## src/rtl/rtc_bus_seq_if.sv

```systemverilog
// RTC register bus as seen by the sequencer. One write or read strobe per word;
// read data returns on the cycle after its strobe.
interface rtc_bus_seq_if;
  logic [31:0] m_addr_o;
  logic [31:0] m_data_o;
  logic        m_wr_ce_o;
  logic        m_rd_ce_o;
  logic [31:0] m_rdata_i;

  modport master (
    output m_addr_o,
    output m_data_o,
    output m_wr_ce_o,
    output m_rd_ce_o,
    input  m_rdata_i
  );

  modport slave (
    input  m_addr_o,
    input  m_data_o,
    input  m_wr_ce_o,
    input  m_rd_ce_o,
    output m_rdata_i
  );
endinterface

```

## src/rtl/rtc_bus_seq.sv

```systemverilog
// RTC bus sequencer: offset-apply writes (ack at grant+5+GUARD_CYC) and time-snapshot reads (done at grant+5, or grant+7 per attempt with RTC_SNAP_COHERENT_EN).
// Requests are level and only sampled in IDLE; the slave never stalls, so the bus has no backpressure.
module rtc_bus_seq #(
  parameter int          GUARD_CYC    = 3,
  parameter int          MAX_TRY      = 4,
  parameter logic [23:0] RTC_BLK_ADDR = 24'h00_4000
) (
  input  logic          bus2ip_clk,
  input  logic          bus2ip_rst_n,
  input  logic          ofst_req_i,
  input  logic [47:0]   ofst_sc_i,
  input  logic [31:0]   ofst_ns_i,
  input  logic          intxms_sel_i,
  output logic          ofst_ack_o,
  input  logic          snap_req_i,
  output logic [79:0]   snap_std_o,
  output logic [15:0]   snap_fns_o,
  output logic          snap_done_o,
  output logic          snap_err_o,
  rtc_bus_seq_if.master bus
);

  localparam logic [7:0] RTC_CTL_ADDR  = 8'h00;
  localparam logic [7:0] NS_OFST_ADDR  = 8'h10;
  localparam logic [7:0] SC_OFST_ADDR0 = 8'h14;
  localparam logic [7:0] SC_OFST_ADDR1 = 8'h18;
  localparam logic [7:0] CUR_TM_ADDR0  = 8'h20;
  localparam logic [7:0] CUR_TM_ADDR1  = 8'h24;
  localparam logic [7:0] CUR_TM_ADDR2  = 8'h28;

  localparam int GW = (GUARD_CYC < 2) ? 1 : $clog2(GUARD_CYC);

  if (GUARD_CYC < 0 || MAX_TRY < 1) begin : g_bad_param
    $error("rtc_bus_seq: GUARD_CYC must be >= 0 and MAX_TRY >= 1");
  end

  typedef enum logic [3:0] {
    IDLE, OW0, OW1, OW2, OWC, GUARD, OACK,
    SR0, SR1, SR2,
`ifdef RTC_SNAP_COHERENT_EN
    SC0, SC1,
`endif
    SCAP, SDONE
  } state_t;

  state_t          state_q, state_d;
  logic            last_snap_q;
  logic            grant_ofst, grant_snap;
  logic [47:0]     sc_q;
  logic [31:0]     ns_q;
  logic [GW-1:0]   guard_q;
  logic [79:0]     std_q;
  logic [15:0]     fns_q;
  logic [31:0]     addr_d, data_d;
  logic [7:0]      ofs_d;
  logic            wr_d, rd_d;

`ifdef RTC_SNAP_COHERENT_EN
  localparam int TW = (MAX_TRY < 2) ? 1 : $clog2(MAX_TRY);
  logic          mism0_q;
  logic [TW-1:0] try_q;
  logic          err_q;
  logic          attempt_fail;
  logic          try_last;

  assign attempt_fail = mism0_q || (bus.m_rdata_i != std_q[47:16]);
  assign try_last     = (try_q == TW'(MAX_TRY - 1));
`endif

  always_comb begin
    state_d    = state_q;
    grant_ofst = 1'b0;
    grant_snap = 1'b0;
    ofs_d      = 8'h00;
    data_d     = 32'h0;
    wr_d       = 1'b0;
    rd_d       = 1'b0;
    case (state_q)
      IDLE: begin
        // Round-robin on a tie: whichever kind was not granted last wins.
        if (ofst_req_i && (!snap_req_i || last_snap_q)) begin
          grant_ofst = 1'b1;
          state_d    = OW0;
        end else if (snap_req_i) begin
          grant_snap = 1'b1;
          state_d    = SR0;
        end
      end
      OW0: begin
        wr_d    = 1'b1;
        ofs_d   = SC_OFST_ADDR0;
        data_d  = {16'h0, sc_q[47:32]};
        state_d = OW1;
      end
      OW1: begin
        wr_d    = 1'b1;
        ofs_d   = SC_OFST_ADDR1;
        data_d  = sc_q[31:0];
        state_d = OW2;
      end
      OW2: begin
        wr_d    = 1'b1;
        ofs_d   = NS_OFST_ADDR;
        data_d  = ns_q;
        state_d = OWC;
      end
      OWC: begin
        wr_d    = 1'b1;
        ofs_d   = RTC_CTL_ADDR;
        data_d  = {29'h0, intxms_sel_i, 1'b0, 1'b1};
        state_d = (GUARD_CYC == 0) ? OACK : GUARD;
      end
      GUARD: begin
        if (guard_q == '0) state_d = OACK;
      end
      OACK:  state_d = IDLE;
      SR0: begin
        rd_d    = 1'b1;
        ofs_d   = CUR_TM_ADDR0;
        state_d = SR1;
      end
      SR1: begin
        rd_d    = 1'b1;
        ofs_d   = CUR_TM_ADDR1;
        state_d = SR2;
      end
      SR2: begin
        rd_d    = 1'b1;
        ofs_d   = CUR_TM_ADDR2;
`ifdef RTC_SNAP_COHERENT_EN
        state_d = SC0;
`else
        state_d = SCAP;
`endif
      end
`ifdef RTC_SNAP_COHERENT_EN
      SC0: begin
        rd_d    = 1'b1;
        ofs_d   = CUR_TM_ADDR0;
        state_d = SC1;
      end
      SC1: begin
        rd_d    = 1'b1;
        ofs_d   = CUR_TM_ADDR1;
        state_d = SCAP;
      end
      SCAP:  state_d = (attempt_fail && !try_last) ? SR0 : SDONE;
`else
      SCAP:  state_d = SDONE;
`endif
      SDONE: state_d = IDLE;
      default: state_d = IDLE;
    endcase
    addr_d = (wr_d || rd_d) ? {RTC_BLK_ADDR, ofs_d} : 32'h0;
  end

  always_ff @(posedge bus2ip_clk or negedge bus2ip_rst_n) begin
    if (!bus2ip_rst_n) begin
      state_q     <= IDLE;
      last_snap_q <= 1'b1;
      sc_q        <= '0;
      ns_q        <= '0;
      guard_q     <= '0;
      std_q       <= '0;
      fns_q       <= '0;
    end else begin
      state_q <= state_d;
      if (grant_ofst) begin
        sc_q        <= ofst_sc_i;
        ns_q        <= ofst_ns_i;
        last_snap_q <= 1'b0;
      end
      if (grant_snap) last_snap_q <= 1'b1;
      if (state_q == OWC) guard_q <= GW'(GUARD_CYC - 1);
      else if (state_q == GUARD) guard_q <= guard_q - GW'(1);
      // Read data lands the cycle after its strobe, i.e. while in the next state.
      case (state_q)
        SR1: std_q[79:48] <= bus.m_rdata_i;
        SR2: std_q[47:16] <= bus.m_rdata_i;
`ifdef RTC_SNAP_COHERENT_EN
        SC0: {std_q[15:0], fns_q} <= bus.m_rdata_i;
`else
        SCAP: {std_q[15:0], fns_q} <= bus.m_rdata_i;
`endif
        default: ;
      endcase
    end
  end

`ifdef RTC_SNAP_COHERENT_EN
  always_ff @(posedge bus2ip_clk or negedge bus2ip_rst_n) begin
    if (!bus2ip_rst_n) begin
      mism0_q <= 1'b0;
      try_q   <= '0;
      err_q   <= 1'b0;
    end else begin
      if (grant_snap) begin
        try_q <= '0;
        err_q <= 1'b0;
      end
      if (state_q == SC1) mism0_q <= (bus.m_rdata_i != std_q[79:48]);
      if (state_q == SCAP && attempt_fail) begin
        if (try_last) err_q <= 1'b1;
        else          try_q <= try_q + TW'(1);
      end
    end
  end

  assign snap_err_o = (state_q == SDONE) && err_q;
`else
  assign snap_err_o = 1'b0;
`endif

  assign bus.m_addr_o  = addr_d;
  assign bus.m_data_o  = data_d;
  assign bus.m_wr_ce_o = wr_d;
  assign bus.m_rd_ce_o = rd_d;
  assign ofst_ack_o    = (state_q == OACK);
  assign snap_done_o   = (state_q == SDONE);
  assign snap_std_o    = std_q;
  assign snap_fns_o    = fns_q;

endmodule
```

## src/flat_wrapper.sv

```systemverilog
// flat-port wrapper written by rule: the top's interface ports become plain ports
module rtc_bus_seq_flat 
#(
  parameter int          GUARD_CYC    = 3,
  parameter int          MAX_TRY      = 4,
  parameter logic [23:0] RTC_BLK_ADDR = 24'h00_4000
)
  (bus2ip_clk, bus2ip_rst_n, ofst_req_i, ofst_sc_i, ofst_ns_i, intxms_sel_i, ofst_ack_o, snap_req_i, snap_std_o, snap_fns_o, snap_done_o, snap_err_o, bus_m_addr_o, bus_m_data_o, bus_m_wr_ce_o, bus_m_rd_ce_o, bus_m_rdata_i);
  rtc_bus_seq_if bus_i ();
  input  logic bus2ip_clk;
  input  logic bus2ip_rst_n;
  input  logic ofst_req_i;
  input  logic [47:0] ofst_sc_i;
  input  logic [31:0] ofst_ns_i;
  input  logic intxms_sel_i;
  output logic ofst_ack_o;
  input  logic snap_req_i;
  output logic [79:0] snap_std_o;
  output logic [15:0] snap_fns_o;
  output logic snap_done_o;
  output logic snap_err_o;
  output wire logic [$bits(bus_i.m_addr_o)-1:0] bus_m_addr_o;
  output wire logic [$bits(bus_i.m_data_o)-1:0] bus_m_data_o;
  output wire logic [$bits(bus_i.m_wr_ce_o)-1:0] bus_m_wr_ce_o;
  output wire logic [$bits(bus_i.m_rd_ce_o)-1:0] bus_m_rd_ce_o;
  input wire logic [$bits(bus_i.m_rdata_i)-1:0] bus_m_rdata_i;
  assign bus_m_addr_o = bus_i.m_addr_o;
  assign bus_m_data_o = bus_i.m_data_o;
  assign bus_m_wr_ce_o = bus_i.m_wr_ce_o;
  assign bus_m_rd_ce_o = bus_i.m_rd_ce_o;
  assign bus_i.m_rdata_i = bus_m_rdata_i;
  rtc_bus_seq #(.GUARD_CYC(GUARD_CYC), .MAX_TRY(MAX_TRY), .RTC_BLK_ADDR(RTC_BLK_ADDR)) u_core (.bus2ip_clk(bus2ip_clk), .bus2ip_rst_n(bus2ip_rst_n), .ofst_req_i(ofst_req_i), .ofst_sc_i(ofst_sc_i), .ofst_ns_i(ofst_ns_i), .intxms_sel_i(intxms_sel_i), .ofst_ack_o(ofst_ack_o), .snap_req_i(snap_req_i), .snap_std_o(snap_std_o), .snap_fns_o(snap_fns_o), .snap_done_o(snap_done_o), .snap_err_o(snap_err_o), .bus(bus_i));
endmodule
```

## config.mk

```make
export PLATFORM = sky130hd
export DESIGN_NAME = rtc_bus_seq_flat
export DESIGN_NICKNAME = d
export VERILOG_FILES = /design/src/rtl/rtc_bus_seq_if.sv /design/src/rtl/rtc_bus_seq.sv /design/src/flat_wrapper.sv
export SDC_FILE = /design/constraint.sdc
export NUM_CORES = 1
export LEC_CHECK = 0
export ABC_AREA = 1
export CORE_MARGIN = 2
export CORE_UTILIZATION = 41
export CTS_CLUSTER_DIAMETER = 30
export CTS_CLUSTER_SIZE = 14
export DETAILED_ROUTE_END_ITERATION = 8
export PLACE_DENSITY = 0.77
export SYNTH_ARGS = -nofsm -noshare
export SYNTH_HDL_FRONTEND = slang
export SYNTH_SLANG_ARGS = --single-unit
export TNS_END_PERCENT = 20
```

## constraint.sdc

```tcl
create_clock -name bus2ip_clk -period 1.4 [get_ports bus2ip_clk]
set_clock_uncertainty 0.15 [all_clocks]
set_input_delay 0.28 -clock bus2ip_clk [delete_from_list [all_inputs] [get_ports bus2ip_clk]]
set_output_delay 0.28 -clock bus2ip_clk [all_outputs]
set_load 0.05 [all_outputs]
```

==> reports/results.txt <==
commonest non-fill, non-tap cells in the layout: nand2_1, dfrtp_1, buf_12, clkdlybuf4s50_1, nand3_1
crit share post-route: 165%
setup violators final: 320
global route hottest layer: met2
vias: 7900
die area: 0.0206 sq mm
worst-path fanout max: 12
VDD IR-drop max: 1.27 mV
Max Cap Viol: 0
Initial Util: 42.2%
class of the worst hold path: in -> async
Post-DP HPWL: 16.7 mm
total length of routed wires: 30.5 mm
post-route antenna net violation count: 0
largest net degree at the start of global routing: 60
Reg clk slew, reported paths: 70 ps
WS Path Type: reg -> out
DR pass1 iterations: 5
synthesized instance count: 889
die height: 143 microns
pwr/cell area: 2790 mW/mm^2
most common cell after layout, fill and taps aside: nand2_1
Achievable Freq: 433 MHz
Global Route Usage Sum: 26.0%
final instance area: 0.0148 sq mm
violated checks: negative setup slack
largest family of logic cells by synthesized area: simple AND/OR/NAND/NOR gates
Final Hold Fails: 0
ANT cells: 0
met1 usage: 32.0%
mapped cell area: 0.00797 sq mm
WP data arrival: 1880 ps
required time worst endpoint: 970 ps
row count: 50
initial antenna violation count: 1
grt met3 use: 6.30%
Synth Area in Compound Gates: 9.05%
CP Capture Type: primary output
Avg Inst Size Synth: 8.96 sq um
routed len/inst: 20.6 microns
fin. max-slew vios: 0
worst reg-to-reg path cell count: 11
clk sinks: 183
first-pass GRT wire length: 41.3 mm
Worst-Skew Late Latency: 440 ps
CTS Root Cell: clkbuf_16
clock power share: 11.6%
layout cells sized above 1: 36.0%
post-synthesis simple-gate area fraction: 23.2%
P_int: 22.5 mW
Comb pwr share: 62.6%
Seq/Total Area, Yosys: 57.5%
post-synth cell types: 26
grt ovf: 0
Warnings, synthesis: 0
DRT iter0 DRCs: 624
sequential power share: 25.8%
Design Power: 41.3 mW
placed cell area: 0.0126 sq mm
H-tree Lvls: 4
Yosys reg bits: 183
number of global-route vias before repair: 7673
Final #Nets: 1324
TritonCTS clock tree: done
met2 GRT Util: 44.7%
DRC errors left: 0
area grow syn2layout: 86.0%
Worst setup SP type: flip-flop
die width: 143 microns
Num CTS Buffers: 17
fin crit period: 2310 ps
core region area: 0.0189 sq mm
multiplexer share of the synthesized area: 0%
status: finished, violations left
Longest Clk Path Bufs: 2
gp weighted congestion: 0.829
RSZ-0062 raised after global routing: true
Net Sw Frac: 45.5%
Filler cells: 1041
leakage power: 7.18 nW
via/cell ratio: 5.35
Post-Synth XOR/XNOR Area: 0%
Ports: 282
dpl ws: -420 ps
Sw Pwr: 18.8 mW
Adder-Cell Fraction of Synth Area: 0.157%
Setup WS post-layout: -909 ps
Port Buf Inserts: 253
-- kinds of logic after synthesis --
| group | after synthesis |
|---|---|
| AO/OA/AOI/OAI | 124 |
| adder cells (fa/ha/maj) | 1 |
| buffers and inverters | 132 |
| AND/OR/NAND/NOR | 448 |
| flip-flops | 183 |
| other | 1 |
-- sequential cells by signal (all words and copies together) (netlist names) --
signal / cells
u_core.guard_q: 2
u_core.last_snap_q: 1
u_core.ns_q: 32
u_core.sc_q: 48
u_core.snap_fns_o: 16
u_core.snap_std_o: 80
u_core.state_q: 4
-- metrics by stage --
step | instances | hold WS, ps | util [%] | TNS, ps
global placement | 1397 | 4.37 | 66.6 | -52500
finish | 1478 | 122 | 78.4 | -104330
detailed placement | 1397 | 6.06 | 66.6 | -60030
global route | 1478 | 140 | 78.4 | -117810
CTS | 1457 | 112 | 74.4 | -106930
floorplan | 916 | -166 | - | -17340
-- worst max-delay path, cell delays in order (launching register included) --
cell and delay [ps]:
dfrtp_2 450, inv_2 110, nand2_4 60, nor2_4 240
buf_12 180, nand2_1 120, nand3_4 130, buf_12 140
-- final cells by class --
class / count / area, sq um / area share [%]
Clock buffer: 18 / 429 / 2.90
Multi-Input combinational cell: 603 / 3610 / 24.4
Clock inverter: 13 / 149 / 1.00
Timing Repair Buffer: 350 / 5500 / 37.1
Inverter: 51 / 211 / 1.43
Tap cell: 260 / 325 / 2.20
Sequential cell: 183 / 4590 / 31.0
-- cell usage after synthesis --
| cell | number | area share [%] |
|---|---|---|
| o21ai_0 | 59 | 3.7 |
| nand3_1 | 98 | 6.2 |
| buf_2 | 23 | 1.4 |
| nor3_1 | 1 | 0.063 |
| dfstp_2 | 1 | 0.33 |
| o21ai_1 | 34 | 2.1 |
| nor2_4 | 2 | 0.28 |
| a21oi_2 | 1 | 0.11 |
| ha_1 | 1 | 0.16 |
| nand4_1 | 2 | 0.16 |
| dfrtp_1 | 182 | 57 |
| buf_4 | 30 | 2.8 |
| inv_2 | 6 | 0.28 |
| a22o_1 | 16 | 1.8 |
| inv_1 | 45 | 2.1 |
| nand2_2 | 1 | 0.079 |
| nand2_4 | 1 | 0.14 |
| nand2_1 | 329 | 16 |
| o22ai_1 | 2 | 0.16 |
| nor2_2 | 4 | 0.31 |
| a21oi_1 | 3 | 0.19 |
| conb_1 | 1 | 0.047 |
| clkbuf_1 | 6 | 0.28 |
| buf_6 | 22 | 3.1 |
| nor2_1 | 10 | 0.47 |
| o21ai_2 | 9 | 0.99 |
-- repair_timing --
item,4_1_cts,5_1_grt
hold buffers,1,0
pin swaps,5,17
gates resized for setup,117,129
setup buffers,13,14
setup endpoints to repair,318,320
endpoints found under the hold margin,182,0
cloned,15,11
-- power by group through the flow --
| stage | registers [mW] | logic (mW) | clock network, mW |
|---|---|---|---|
| CTS | 10.3 | 23.9 | 4.83 |
| floorplan | 14.2 | 6.92 | 0 |
| global placement | 10.1 | 22.0 | 0 |
| finish | 10.6 | 25.8 | 4.80 |
| global route | 10.9 | 26.8 | 5.08 |
| detailed placement | 10.3 | 22.4 | 0 |
-- per-layer routing --
metal	wire length, microns	share of wire (%)
met5	13	0.043
met4	1160	3.8
met3	2480	8.1
met1	11300	37
met2	15600	51
-- path summary, 6_finish.rpt --
| kind | from | endpoint | slack (ps) |
|---|---|---|---|
| worst max-delay path | u_core.state_q[3] | bus_m_data_o[10] | -910 |
| worst min-delay path | bus2ip_rst_n | u_core.snap_std_o[62] | 120 |
| worst max register to register | u_core.state_q[3] | u_core.snap_std_o[2] | -530 |
| worst min register to register | u_core.sc_q[39] | u_core.sc_q[39] | 330 |
| max in group asynchronous | bus2ip_rst_n | u_core.last_snap_q | 440 |
| min in group bus2ip_clk | ofst_ns_i[22] | u_core.ns_q[22] | 240 |
Note: power is estimated with default switching activity, not from simulation.
